--- src/rtl/prog_seq_pkg.sv ---
// -----------------------------------------------------------------------------
// prog_seq_pkg
// Shared definitions for the program sequencer: default sizing, the FSM state
// encoding and a helper that sizes the word counter.
//   DEF_DEPTH   default instruction-memory depth (words)
//   DEF_RUN_W   default width of the run-length counter
//   seq_state_t sequencer FSM states
//   cnt_width   bits needed to count 0..depth inclusive
// -----------------------------------------------------------------------------
package prog_seq_pkg;

    localparam int DEF_DEPTH = 8;
    localparam int DEF_RUN_W = 16;

    typedef enum logic [2:0] {
        ST_IDLE = 3'd0,
        ST_LOAD = 3'd1,
        ST_GAP  = 3'd2,
        ST_RUN  = 3'd3,
        ST_DONE = 3'd4
    } seq_state_t;

    // word_count has to represent DEPTH itself, hence the extra bit.
    function automatic int cnt_width(input int depth);
        return $clog2(depth) + 1;
    endfunction

endpackage

--- src/rtl/prog_sequencer_if.sv ---
// -----------------------------------------------------------------------------
// prog_sequencer_if
// Bundles the loader handshake, run control and processor-side signals of the
// program sequencer.
//   master : loader / controller side (drives ld_*, run_cycles, abort)
//   slave  : sequencer side (drives ld_ready, mem_*, working, done,
//            word_count, err_overflow)
// -----------------------------------------------------------------------------
interface prog_sequencer_if #(
    parameter int DEPTH = prog_seq_pkg::DEF_DEPTH,
    parameter int RUN_W = prog_seq_pkg::DEF_RUN_W
);
    localparam int CNT_W = prog_seq_pkg::cnt_width(DEPTH);

    // loader handshake
    logic             ld_valid;
    logic [31:0]      ld_data;
    logic             ld_last;
    logic             ld_ready;
    // run control
    logic [RUN_W-1:0] run_cycles;
    logic             abort;
    // processor side
    logic [31:0]      mem_addr;
    logic             mem_wr;
    logic [31:0]      mem_wdata;
    logic             working;
    logic             done;
    // status
    logic [CNT_W-1:0] word_count;
    logic             err_overflow;

    modport master (
        output ld_valid, ld_data, ld_last, run_cycles, abort,
        input  ld_ready, mem_addr, mem_wr, mem_wdata, working, done,
               word_count, err_overflow
    );

    modport slave (
        input  ld_valid, ld_data, ld_last, run_cycles, abort,
        output ld_ready, mem_addr, mem_wr, mem_wdata, working, done,
               word_count, err_overflow
    );

endinterface

--- src/rtl/run_timer.sv ---
// -----------------------------------------------------------------------------
// run_timer
// Run-length counter for the sequencer. The limit is captured on load; while
// enabled the counter advances once per cycle and expired flags the final
// enabled cycle of a run. A limit of zero never expires.
//   clock, reset : clock and synchronous active-high reset
//   load         : capture limit_in and restart the count
//   limit_in     : requested run length in cycles (0 = unbounded)
//   enable       : the sequencer is in its run state this cycle
//   expired      : this enabled cycle is the last one of the run
// -----------------------------------------------------------------------------
module run_timer
    import prog_seq_pkg::*;
#(
    parameter int RUN_W = DEF_RUN_W
) (
    input  logic             clock,
    input  logic             reset,
    input  logic             load,
    input  logic [RUN_W-1:0] limit_in,
    input  logic             enable,
    output logic             expired
);

    logic [RUN_W-1:0] count_reg;
    logic [RUN_W-1:0] limit_reg;

    always_ff @(posedge clock) begin
        if (reset) begin
            count_reg <= '0;
            limit_reg <= '0;
        end else if (load) begin
            count_reg <= '0;
            limit_reg <= limit_in;
        end else if (enable) begin
            count_reg <= count_reg + 1'b1;
        end
    end

    // count_reg holds the number of run cycles already completed, so the run
    // ends on the cycle where it equals limit-1.
    assign expired = enable && (limit_reg != '0) && (count_reg == limit_reg - 1'b1);

endmodule

--- src/rtl/prog_sequencer.sv ---
// -----------------------------------------------------------------------------
// prog_sequencer
// Loads a program word-by-word into a processor instruction memory, then runs
// the processor for a programmed number of cycles (or until aborted).
//   clock : single clock, all state changes on the rising edge
//   reset : synchronous active-high reset
//   bus   : prog_sequencer_if.slave
//           ld_valid/ld_data/ld_last/ld_ready  loader handshake
//           run_cycles, abort                  run control
//           mem_addr/mem_wr/mem_wdata          registered memory write port
//           working, done                      processor enable / end pulse
//           word_count, err_overflow           load status
// Processor-side outputs are registered and trail the FSM by one cycle, so the
// GAP state shows up as one quiet cycle between the final write and working.
// -----------------------------------------------------------------------------
module prog_sequencer
    import prog_seq_pkg::*;
#(
    parameter int DEPTH = DEF_DEPTH,
    parameter int RUN_W = DEF_RUN_W
) (
    input  logic            clock,
    input  logic            reset,
    prog_sequencer_if.slave bus
);

    localparam int CNT_W = cnt_width(DEPTH);

    seq_state_t       state_reg, state_next;
    logic [CNT_W-1:0] word_count_reg, word_count_next;
    logic             err_overflow_reg, err_overflow_next;
    logic             mem_wr_reg;
    logic [31:0]      mem_addr_reg;
    logic [31:0]      mem_wdata_reg;
    logic             working_reg;
    logic             done_reg;

    logic ld_ready;
    logic xfer;
    logic load_full;
    logic timer_load;
    logic timer_en;
    logic timer_expired;

    assign ld_ready  = ((state_reg == ST_IDLE) || (state_reg == ST_LOAD))
                       && (word_count_reg < CNT_W'(DEPTH));
    assign xfer      = bus.ld_valid && ld_ready;
    // the word being accepted now is the last slot of the memory
    assign load_full = (word_count_reg == CNT_W'(DEPTH - 1));

    run_timer #(
        .RUN_W (RUN_W)
    ) u_run_timer (
        .clock    (clock),
        .reset    (reset),
        .load     (timer_load),
        .limit_in (bus.run_cycles),
        .enable   (timer_en),
        .expired  (timer_expired)
    );

    always_comb begin
        state_next        = state_reg;
        word_count_next   = word_count_reg;
        err_overflow_next = err_overflow_reg;
        timer_load        = 1'b0;
        timer_en          = 1'b0;
        case (state_reg)
            ST_IDLE, ST_LOAD: begin
                if (xfer) begin
                    word_count_next = word_count_reg + 1'b1;
                end
                // abort wins over a simultaneous transfer: the word is still
                // written, but the program is discarded
                if (bus.abort) begin
                    state_next      = ST_IDLE;
                    word_count_next = '0;
                end else if (xfer) begin
                    if (bus.ld_last) begin
                        state_next = ST_GAP;
                    end else if (load_full) begin
                        state_next        = ST_GAP;
                        err_overflow_next = 1'b1;
                    end else begin
                        state_next = ST_LOAD;
                    end
                end
            end
            ST_GAP: begin
                timer_load = 1'b1;
                if (bus.abort) begin
                    state_next      = ST_IDLE;
                    word_count_next = '0;
                end else begin
                    state_next = ST_RUN;
                end
            end
            ST_RUN: begin
                timer_en = 1'b1;
                if (bus.abort || timer_expired) begin
                    state_next = ST_DONE;
                end
            end
            ST_DONE: begin
                state_next      = ST_IDLE;
                word_count_next = '0;
            end
            default: begin
                state_next      = ST_IDLE;
                word_count_next = '0;
            end
        endcase
    end

    always_ff @(posedge clock) begin
        if (reset) begin
            state_reg        <= ST_IDLE;
            word_count_reg   <= '0;
            err_overflow_reg <= 1'b0;
        end else begin
            state_reg        <= state_next;
            word_count_reg   <= word_count_next;
            err_overflow_reg <= err_overflow_next;
        end
    end

    // Processor-side outputs: address/data are forced to zero on every cycle
    // without a transfer so the bus is quiet in GAP, RUN and DONE.
    always_ff @(posedge clock) begin
        if (reset) begin
            mem_wr_reg    <= 1'b0;
            mem_addr_reg  <= '0;
            mem_wdata_reg <= '0;
            working_reg   <= 1'b0;
            done_reg      <= 1'b0;
        end else begin
            mem_wr_reg    <= xfer;
            mem_addr_reg  <= xfer ? 32'(word_count_reg) : 32'd0;
            mem_wdata_reg <= xfer ? bus.ld_data : 32'd0;
            working_reg   <= (state_reg == ST_RUN);
            done_reg      <= (state_reg == ST_DONE);
        end
    end

    assign bus.ld_ready     = ld_ready;
    assign bus.mem_wr       = mem_wr_reg;
    assign bus.mem_addr     = mem_addr_reg;
    assign bus.mem_wdata    = mem_wdata_reg;
    assign bus.working      = working_reg;
    assign bus.done         = done_reg;
    assign bus.word_count   = word_count_reg;
    assign bus.err_overflow = err_overflow_reg;

endmodule
--- src/flat_wrapper.sv ---
// flat-port wrapper written by rule: the top's interface ports become plain ports
module prog_sequencer_flat import prog_seq_pkg::*;
#(
    parameter int DEPTH = DEF_DEPTH,
    parameter int RUN_W = DEF_RUN_W
)
  (clock, reset, bus_ld_valid, bus_ld_data, bus_ld_last, bus_run_cycles, bus_abort, bus_ld_ready, bus_mem_addr, bus_mem_wr, bus_mem_wdata, bus_working, bus_done, bus_word_count, bus_err_overflow);
  prog_sequencer_if #(.DEPTH(DEPTH), .RUN_W(RUN_W)) bus_i ();
  input  logic clock;
  input  logic reset;
  input wire logic [$bits(bus_i.ld_valid)-1:0] bus_ld_valid;
  input wire logic [$bits(bus_i.ld_data)-1:0] bus_ld_data;
  input wire logic [$bits(bus_i.ld_last)-1:0] bus_ld_last;
  input wire logic [$bits(bus_i.run_cycles)-1:0] bus_run_cycles;
  input wire logic [$bits(bus_i.abort)-1:0] bus_abort;
  output wire logic [$bits(bus_i.ld_ready)-1:0] bus_ld_ready;
  output wire logic [$bits(bus_i.mem_addr)-1:0] bus_mem_addr;
  output wire logic [$bits(bus_i.mem_wr)-1:0] bus_mem_wr;
  output wire logic [$bits(bus_i.mem_wdata)-1:0] bus_mem_wdata;
  output wire logic [$bits(bus_i.working)-1:0] bus_working;
  output wire logic [$bits(bus_i.done)-1:0] bus_done;
  output wire logic [$bits(bus_i.word_count)-1:0] bus_word_count;
  output wire logic [$bits(bus_i.err_overflow)-1:0] bus_err_overflow;
  assign bus_i.ld_valid = bus_ld_valid;
  assign bus_i.ld_data = bus_ld_data;
  assign bus_i.ld_last = bus_ld_last;
  assign bus_i.run_cycles = bus_run_cycles;
  assign bus_i.abort = bus_abort;
  assign bus_ld_ready = bus_i.ld_ready;
  assign bus_mem_addr = bus_i.mem_addr;
  assign bus_mem_wr = bus_i.mem_wr;
  assign bus_mem_wdata = bus_i.mem_wdata;
  assign bus_working = bus_i.working;
  assign bus_done = bus_i.done;
  assign bus_word_count = bus_i.word_count;
  assign bus_err_overflow = bus_i.err_overflow;
  prog_sequencer #(.DEPTH(DEPTH), .RUN_W(RUN_W)) u_core (.clock(clock), .reset(reset), .bus(bus_i));
endmodule
--- config.mk ---
export PLATFORM = sky130hd
export DESIGN_NAME = prog_sequencer_flat
export DESIGN_NICKNAME = d
export VERILOG_FILES = /design/src/rtl/prog_seq_pkg.sv /design/src/rtl/prog_sequencer_if.sv /design/src/rtl/run_timer.sv /design/src/rtl/prog_sequencer.sv /design/src/flat_wrapper.sv
export SDC_FILE = /design/constraint.sdc
export NUM_CORES = 1
export LEC_CHECK = 0
export CORE_MARGIN = 10
export CORE_UTILIZATION = 45
export CTS_CLUSTER_SIZE = 28
export DETAILED_ROUTE_END_ITERATION = 8
export GPL_TIMING_DRIVEN = 1
export PLACE_DENSITY = 0.81
export SYNTH_ARGS = -nofsm -noshare
export SYNTH_HDL_FRONTEND = slang
export SYNTH_SLANG_ARGS = --single-unit
--- constraint.sdc ---
create_clock -name clock -period 2.66 [get_ports clock]
set_clock_uncertainty 0.2 [all_clocks]
set_input_delay 0.532 -clock clock [delete_from_list [all_inputs] [get_ports clock]]
set_output_delay 0.532 -clock clock [all_outputs]
set_load 0.01 [all_outputs]
==> results of run 1 <==
cell usage in the layout (no fill, tap or decap), types with 16 or more instances in the layout:
| cell | n |
|---|---|
| clkdlybuf4s50_1 | 97 |
| dfxtp_1 | 79 |
| nand2_1 | 46 |
| and2_1 | 35 |
| nor2_1 | 32 |
| conb_1 | 29 |
| a21oi_1 | 22 |
| xor2_1 | 19 |
| xnor2_1 | 16 |
metal layers:
metal | GRT usage [%] | wire length (um) | vias to the layer above
met4 | 5.821 | 161 | 0
met2 | 26.06 | 4380 | 102
li1 | - | - | 1428
met3 | 10.18 | 1162 | 15
met5 | 0 | 0 | -
met1 | 15.67 | 3428 | 1379
cells in the mapped netlist (all sizes together), types with 3 or more instances:
cell	instances	area [um^2]
xnor2	16	140.1
nor2	32	120.1
nor3b	4	30.03
and3	3	18.77
xor2	19	166.4
o21ai	4	20.02
nand2b	5	31.28
nand3	11	60.06
ha	3	37.54
nand4	7	43.79
nor4	5	46.29
clkbuf	19	71.32
a41oi	5	43.79
inv	4	15.01
a21oi	22	110.1
nor3	7	46.30
and2	35	219.0
nor2b	6	37.54
nand2	46	172.7
dfxtp	79	1582
buf	29	214.0
worst max-delay path by stage:
stage                                                       startpoint                               endpoint  slack, ps  depth (start not counted)
after global placement                                    bus_ld_valid  u_core.bus.word_count[0]$_SDFFE_PP0P_        130                          7
final                     u_core.u_run_timer.limit_reg[3]$_SDFFE_PP0N_       u_core.state_reg[0]$_SDFFE_PP0P_        140                          6
after global routing      u_core.u_run_timer.limit_reg[3]$_SDFFE_PP0N_       u_core.state_reg[0]$_SDFFE_PP0P_         40                          6
after floorplan           u_core.u_run_timer.limit_reg[3]$_SDFFE_PP0N_       u_core.state_reg[0]$_SDFFE_PP0P_        200                          6
after CTS                 u_core.u_run_timer.limit_reg[3]$_SDFFE_PP0N_       u_core.state_reg[0]$_SDFFE_PP0P_         90                          6
after detailed placement                                  bus_ld_valid  u_core.bus.word_count[3]$_SDFFE_PP0P_         60                          7
metrics by stage:
step | hold slack, ps | total power [mW] | cell area (um^2) | setup WS [ps]
finish | 296.3 | 2.386 | 4669 | 136.8
global route | 318.6 | 2.480 | 4669 | 38.55
CTS | 297.2 | 2.403 | 4657 | 86.84
detailed placement | 284.8 | 1.562 | 4468 | 57.95
global placement | 265.5 | 1.556 | 4468 | 133.4
floorplan | 263.2 | 1.428 | 3581 | 203.2
cells by family (layout without fill, tap and decap cells):
| logic type | count (synthesis) | after routing | synth area share (%) |
|---|---|---|---|
| other | 1 | 29 | 0.1079 |
| adders and majority gates | 3 | 3 | 1.080 |
| muxes | 2 | 2 | 0.5760 |
| AOI/OAI and AO/OA | 43 | 43 | 7.956 |
| DFF | 79 | 79 | 45.50 |
| buffers and inverters | 52 | 125 | 8.639 |
| xor gates and xnor gates | 36 | 36 | 9.467 |
| and+or+nand+nor | 173 | 173 | 26.67 |
power by group:
group	total [mW]	switching, mW	internal [mW]
logic	0.308	0.136	0.172
registers	1.23	0.0211	1.21
clock network	0.845	0.469	0.376
worst max-delay path, cell delays in order, from the launching register on:
cell	delay [ps]
dfxtp_1	400
nor4_4	340
nand3_2	160
or4_4	550
a2111oi_4	370
a41oi_1	190
o21a_1	210
final cells by class:
cell class / count / area share [%]
repair buffers: 105 / 22.35
inverters: 4 / 0.3215
multi-input cells: 286 / 36.76
clock buffers: 10 / 2.947
flip-flops and latches: 79 / 33.87
well taps: 99 / 2.653
clock inverters: 6 / 1.099
timing repair:
item                       in CTS  in global routing
gates resized for setup         0                  1
setup buffers                   0                  0
setup endpoints to repair       0                  1
==> impl_metrics.py, run 1 <==
metrics = {
    "run_status": {
        "run_status": "finished, final reports clean",
    },
    "critical_path": {
        "cp_max_fo": 6,
        "crit_type": "reg -> reg",
        "worstPathArrival_ps": 2570,
        "required_ps": 2710,
        "startpoint_type": "register",
        "r2r_cells": 6,
        "setup.worst_path.end_class": "register",
        "r2r_slack_ps": 140,
        "r2r-end": "u_core.state_reg[0]$_SDFFE_PP0P_",
        "worstReg2RegStart": "u_core.u_run_timer.limit_reg[3]$_SDFFE_PP0N_",
    },
    "sta": {
        "grt_setup_unrepaired": "no",
        "setup_viol": 0,
        "worst_pin_slew_ps": 603.2,
        "relSlewSlack_pct": 59.78,
        "clock.fmax_mhz": 396.3,
        "maxSlewViolCount": 0,
        "final.setup.tns_ps": 0,
        "finalHoldViolCount": 0,
        "min_period_ps": 2523,
        "post-route-period-util_pct": 94.86,
    },
    "detailed_routing": {
        "dr.first_iter.drc_count": 164,
        "drc": 0,
        "totalWireLength_mm": 9.132,
        "post_drt_wl_per_cell_um": 15.50,
        "routed_via_density": 4.964,
        "routed-via-count": 2924,
        "drtAntennaViolNets": 0,
        "firstDrtPassIters": 6,
    },
    "clock_tree": {
        "clk_pin_slew_worst_paths_ps": 80,
        "numCtsBuffers": 9,
        "ctsHoldBuffers": 0,
        "clockBufferDepth": 2,
        "worstSkewPairLatency_ps": 350,
        "root_buffer": "clkbuf_8",
        "tritoncts": "done",
        "htreeDepth": 3,
        "numClockSinks": 79,
    },
    "layout": {
        "layout.cells.non_filler": 589,
        "largest_reg_flops": 32,
        "fillers": 616,
        "final_nets": 541,
        "fin_util_pct": 63.36,
        "multi_input_area_um2": 1717,
        "seq_area_um2": 1582,
        "syn_to_final_growth_pct": 34.34,
        "drive_above_1_share_pct": 6.531,
        "diodes": 0,
    },
    "global_routing": {
        "grt_pass1_vias": 3033,
        "grt_max_degree": 37,
        "gr-total-overflow": 0,
        "grt_pass1_wl_mm": 14.82,
        "grt_antenna_before_repair": 0,
        "grt_usage_pct": 15.79,
    },
    "synth": {
        "synth_top_flop_cell": "dfxtp_1",
        "synth_area_per_cell_um2": 8.935,
        "synthDistinctLibCells": 45,
        "syn-cell-area_um2": 3476,
        "async_flop_share_pct": 0,
        "synth_edf_count": 0,
        "ys_warn_count": 0,
        "seq_area_frac_synth_pct": 45.50,
        "syn_inst": 389,
        "synth-seq-cells": 79,
    },
    "die": {
        "num_rows": 31,
        "dieArea_um2": 11640,
        "die_width_um": 107.9,
        "core_um2": 7370,
        "die_h_um": 107.9,
        "io_pins": 126,
        "start_util_pct": 47.16,
    },
    "pwr": {
        "ir_worst_vdd_uv": 372.3,
        "p_leak_nw": 1.816,
        "powerDensity_nw_per_um2": 511.1,
    },
    "placement": {
        "io_buffers": 97,
        "place_congestion": 0.8965,
        "dp_hpwl_mm": 7.111,
        "placed_cells_incl_taps": 573,
    },
    "worst_hold_path": {
        "hold_path_class": "reg -> reg",
        "hold_depth": 2,
        "min_from": "u_core.u_run_timer.limit_reg[15]$_SDFFE_PP0N_",
        "min_to": "u_core.u_run_timer.limit_reg[15]$_SDFFE_PP0N_",
    },
    "flow_run": {
        "drv_cap": 0,
    },
}
No activity file was read; power rests on OpenSTA's default activity.
==> run 2, diff against run 1 <==
--- a/config.mk
+++ b/config.mk
@@ -10,7 +10,7 @@
 export CTS_CLUSTER_SIZE = 28
 export DETAILED_ROUTE_END_ITERATION = 8
 export GPL_TIMING_DRIVEN = 1
-export PLACE_DENSITY = 0.81
+export PLACE_DENSITY = 0.85
 export SYNTH_ARGS = -nofsm -noshare
 export SYNTH_HDL_FRONTEND = slang
 export SYNTH_SLANG_ARGS = --single-unit
==> run 2 against run 1 <==
  * Via count fell by 2.0%
  * Non-clock buffer count rose by 3
  * Setup slack improved by 9.1 ps
  * Design area rose by 0.88%
  * Critical path depth did not move
  * Total power rose by 7.6%
  * Global-route usage rose by 0.41 points
  * Cell count rose by 0.51%
  * First-iteration DRC count fell by 46%
  * Sequential share of layout area fell by 0.30 points
  * Critical path type unchanged
  * Critical endpoint unchanged
==> impl_metrics.py, run 2 (synthesized netlist as in run 1, its figures left out) <==
metrics = {
    "run_status": {
        "run_status": "finished, final reports clean",
    },
    "sta": {
        "layout_setup_ws_ps": 145.8,
        "grt_setup_unrepaired": "no",
        "setup_viol": 0,
        "final.setup.tns_ps": 0,
        "clock.fmax_mhz": 397.7,
        "post-route-period-util_pct": 94.52,
        "finalHoldViolCount": 0,
        "worst_pin_slew_ps": 564.8,
        "relSlewSlack_pct": 62.35,
        "maxSlewViolCount": 0,
        "min_period_ps": 2514,
    },
    "critical_path": {
        "crit_type": "reg -> reg",
        "setup.worst_path.end_class": "register",
        "path_cells": "nor4_4, nand3_2, or4_4, a2111oi_2, a41oi_1, o21a_1",
        "worstPathArrival_ps": 2570,
        "required_ps": 2710,
        "path_depth": 6,
        "max_stage_delay_ps": 530,
        "startpoint_type": "register",
        "crit_buf_inv": 0,
        "r2r_cells": 6,
        "path_delay_family": "simple AND/OR/NAND/NOR gates",
        "slowest_stage": "or4_4",
        "cp_max_fo": 6,
    },
    "detailed_routing": {
        "firstDrtPassIters": 4,
        "totalWireLength_mm": 9.166,
        "routed_via_density": 4.840,
        "post_drt_wl_per_cell_um": 15.48,
        "dr.first_iter.drc_count": 89,
        "drc": 0,
        "routed-via-count": 2865,
        "drtAntennaViolNets": 0,
    },
    "placement": {
        "placed_cells_incl_taps": 576,
        "io_buffers": 97,
        "place_ws_ps": 73.71,
        "placed_area_um2": 4478,
        "place_congestion": 0.8075,
        "dp_hpwl_mm": 7.306,
    },
    "clock_tree": {
        "tritoncts": "done",
        "ctsHoldBuffers": 0,
        "ctsResizeCount": 0,
        "htreeDepth": 3,
        "numClockSinks": 79,
        "clockBufferDepth": 2,
        "root_buffer": "clkbuf_8",
        "numCtsBuffers": 9,
        "worstSkewPairLatency_ps": 350,
        "clk_pin_slew_worst_paths_ps": 90,
        "cts_setup_buffers": 0,
    },
    "die": {
        "io_pins": 126,
        "start_util_pct": 47.16,
        "dieArea_um2": 11640,
        "core_um2": 7370,
        "die_width_um": 107.9,
        "num_rows": 31,
        "die_h_um": 107.9,
    },
    "pwr": {
        "ir_worst_vdd_uv": 438.8,
        "fin_total_pwr_mw": 2.569,
        "powerDensity_nw_per_um2": 545.3,
        "p_leak_nw": 1.854,
    },
    "global_routing": {
        "grt_pass1_wl_mm": 15.02,
        "grt_pass1_vias": 3098,
        "gr-total-overflow": 0,
        "grt_max_degree": 24,
        "grt_antenna_before_repair": 0,
        "grt_usage_pct": 16.20,
    },
    "worst_hold_path": {
        "hold_path_class": "reg -> reg",
        "hold_depth": 2,
    },
    "layout": {
        "multi_input_area_um2": 1704,
        "design_area_um2": 4711,
        "seq_area_um2": 1582,
        "syn_to_final_growth_pct": 35.53,
        "layout.cells.non_filler": 592,
        "layout_common_cells": "clkdlybuf4s50_1, dfxtp_1, nand2_1",
        "fillers": 619,
        "final_common_cell": "clkdlybuf4s50_1",
        "diodes": 0,
        "largest_reg_flops": 32,
        "final_nets": 544,
        "drive_above_1_share_pct": 7.099,
    },
    "flow_run": {
        "drv_cap": 0,
    },
}
-- run 2: cell count changes in the layout (fill, tap and decap cells not counted), sizes merged --
| cell | change |
|---|---|
| buf | +3 |
| clkinvlp | -1 |
| bufinv | +2 |
| clkbuf | -1 |
| inv | +3 |
| clkinv | -3 |
-- run 2: worst paths after layout --
path,from,endpoint,slack (ps)
max reg2reg,u_core.u_run_timer.limit_reg[3]$_SDFFE_PP0N_,u_core.state_reg[0]$_SDFFE_PP0P_,150
max,u_core.u_run_timer.limit_reg[3]$_SDFFE_PP0N_,u_core.state_reg[0]$_SDFFE_PP0P_,150
min,u_core.u_run_timer.limit_reg[15]$_SDFFE_PP0N_,u_core.u_run_timer.limit_reg[15]$_SDFFE_PP0N_,310
min reg2reg,u_core.u_run_timer.limit_reg[15]$_SDFFE_PP0N_,u_core.u_run_timer.limit_reg[15]$_SDFFE_PP0N_,310
-- run 2: cell type report --
cell class                      count  area share, %
Multi-Input combinational cell    286          36.18
Sequential cell                    79          33.57
Timing Repair Buffer              108          22.36
Clock buffer                        9          2.629
Tap cell                           99          2.629
Clock inverter                      7          2.311
Inverter                            4         0.3187
-- run 2: per-layer routing --
layer | global-route usage [%] | vias to the layer above | part of all wire [%]
met3 | 11.08 | 9 | 13
met5 | 0 | - | 0
met2 | 26.97 | 104 | 49
met1 | 16.08 | 1318 | 37
li1 | - | 1434 | -
met4 | 4.485 | 0 | 0.98
-- run 2: report_power, final --
| part | total [mW] | switching [mW] | leakage, nW | internal, mW |
|---|---|---|---|---|
| combinational | 0.304 | 0.133 | 1.09 | 0.171 |
| clock | 1.03 | 0.481 | 0.119 | 0.551 |
| sequential | 1.23 | 0.0200 | 0.643 | 1.21 |
-- run 2: through the flow --
stage	hold slack, ps	utilization, %
floorplan	263.2	-
global placement	288.9	60.76
detailed placement	296.4	60.76
CTS	309.8	63.92
global route	353.3	63.92
finish	313.8	63.92
-- run 2: worst min-delay path: stages, from the launching register on --
cell     delay (ps)
dfxtp_1         350
nand2_1          70
a21oi_1          60
==> run 3, diff against run 2 <==
--- a/config.mk
+++ b/config.mk
@@ -5,7 +5,7 @@
 export SDC_FILE = /design/constraint.sdc
 export NUM_CORES = 1
 export LEC_CHECK = 0
-export CORE_MARGIN = 10
+export CORE_MARGIN = 2
 export CORE_UTILIZATION = 45
 export CTS_CLUSTER_SIZE = 28
 export DETAILED_ROUTE_END_ITERATION = 8
==> run 3 against run 2 <==
  * Setup slack better by 8.0 ps
  * Cell count up 0.51%
  * Design area down 0.48%
  * Sequential power about the same
  * Total power down 9.3%
  * Sequential share of layout area up 0.16 points
  * Flip-flop and latch count unchanged
  * Routed wire length down 12%
  * Highest routed layer unchanged
  * Count of clock-buffer cells in the layout up 1
==> impl_metrics.py, run 3 (synthesized netlist as in run 1, its figures left out) <==
metrics = {
    "pwr": {
        "ir_worst_vdd_uv": 400.1,
        "p_leak_nw": 1.823,
        "powerDensity_nw_per_um2": 497.1,
        "fin_total_pwr_mw": 2.330,
    },
    "global_routing": {
        "use_met1_pct": 22.69,
        "grt_max_degree": 37,
        "met3_usage_pct": 9.860,
        "gr-max-usage-layer": "met2",
        "gr-total-overflow": 0,
        "met2_usage_pct": 30.51,
        "grt_usage_pct": 19.25,
        "grt_pass1_wl_mm": 12.87,
        "grt_pass1_vias": 2763,
        "grt_antenna_before_repair": 0,
    },
    "critical_path": {
        "startpoint_type": "register",
        "required_ps": 2710,
        "crit_type": "reg -> reg",
        "worstPathArrival_ps": 2550,
        "setup.worst_path.end_class": "register",
        "cp_max_fo": 5,
    },
    "sta": {
        "grt_setup_unrepaired": "no",
        "min_period_ps": 2506,
        "final.setup.tns_ps": 0,
        "post-route-period-util_pct": 94.22,
        "layout_setup_ws_ps": 153.8,
        "relSlewSlack_pct": 55.96,
        "finalHoldViolCount": 0,
        "worst_pin_slew_ps": 660.6,
        "clock.fmax_mhz": 399.0,
        "setup_viol": 0,
        "maxSlewViolCount": 0,
    },
    "clock_tree": {
        "ctsHoldBuffers": 0,
        "clockBufferDepth": 2,
        "root_buffer": "clkbuf_8",
        "htreeDepth": 3,
        "numCtsBuffers": 9,
        "tritoncts": "done",
        "worstSkewPairLatency_ps": 360,
        "numClockSinks": 79,
        "clk_pin_slew_worst_paths_ps": 90,
    },
    "placement": {
        "placed_area_um2": 4494,
        "dp_hpwl_mm": 6.135,
        "place_congestion": 0.8394,
        "io_buffers": 97,
        "place_ws_ps": 71.72,
    },
    "worst_hold_path": {
        "hold_path_class": "reg -> reg",
    },
    "die": {
        "die_h_um": 91.89,
        "start_util_pct": 45.69,
        "core_um2": 7607,
        "dieArea_um2": 8443,
        "num_rows": 32,
        "die_width_um": 91.89,
        "io_pins": 126,
    },
    "layout": {
        "drive_above_1_share_pct": 7.099,
        "diodes": 0,
        "final_nets": 544,
        "syn_to_final_growth_pct": 34.88,
        "design_area_um2": 4688,
        "largest_reg_flops": 32,
        "layout_common_cells": "clkdlybuf4s50_1, dfxtp_1, nand2_1",
        "final_common_cell": "clkdlybuf4s50_1",
        "fillers": 630,
    },
    "detailed_routing": {
        "totalWireLength_mm": 8.059,
        "dr.first_iter.drc_count": 169,
        "drtAntennaViolNets": 0,
        "drc": 0,
        "firstDrtPassIters": 4,
        "post_drt_wl_per_cell_um": 13.54,
        "routed_via_density": 4.916,
        "routed-via-count": 2925,
    },
    "flow_run": {
        "drv_cap": 0,
    },
    "run_status": {
        "run_status": "finished, final reports clean",
    },
}
run 3: final cells by class:
cell class / instances / area, um^2 / share of cell area, %
repair buffers: 108 / 1066 / 22.74
clock buffers: 10 / 127.6 / 2.722
clock inverters: 6 / 46.29 / 0.9875
flip-flops and latches: 79 / 1582 / 33.73
inverters: 4 / 15.01 / 0.3203
multi-input cells: 286 / 1724 / 36.78
well taps: 102 / 127.6 / 2.722
run 3: layer usage:
layer / up-vias / wire, um
li1: 1437 / -
met1: 1365 / 3251
met2: 109 / 3799
met3: 14 / 892
met4: 0 / 116
met5: - / 0
run 3: path summary, 6_finish.rpt:
path | start | endpoint | slack [ps] | cells past startpoint
max reg2reg | u_core.u_run_timer.limit_reg[4]$_SDFFE_PP0N_ | u_core.state_reg[0]$_SDFFE_PP0P_ | 150 | 6
min | u_core.bus.err_overflow$_SDFFE_PP0P_ | u_core.bus.err_overflow$_SDFFE_PP0P_ | 300 | 2
min reg2reg | u_core.bus.err_overflow$_SDFFE_PP0P_ | u_core.bus.err_overflow$_SDFFE_PP0P_ | 300 | 2
max | u_core.u_run_timer.limit_reg[4]$_SDFFE_PP0N_ | u_core.state_reg[0]$_SDFFE_PP0P_ | 150 | 6
run 3: repair_timing:
action,CTS,global route
setup buffers,0,0
endpoints found under the setup margin,0,2
gates resized for setup,0,2
run 3: report_power, final:
group / leakage (nW) / internal [mW] / switching (mW)
clock: 0.0829 / 0.343 / 0.447
combinational: 1.10 / 0.173 / 0.135
sequential: 0.643 / 1.21 / 0.0199
run 3: critical path: stages (launching register included):
cell	delay, ps
dfxtp_1	380
nor4_4	330
nand3_2	160
or4_4	550
a2111oi_4	400
a41oi_2	180
o21a_1	210
run 3: through the flow:
| stage | hold slack [ps] | util (%) | instances |
|---|---|---|---|
| finish | 297.4 | 61.63 | 595 |
| global route | 324.4 | 61.63 | 595 |
| CTS | 298.9 | 61.37 | 595 |
| detailed placement | 277.8 | 59.08 | 579 |
| global placement | 260.4 | 59.08 | 579 |
| floorplan | 263.2 | - | 417 |
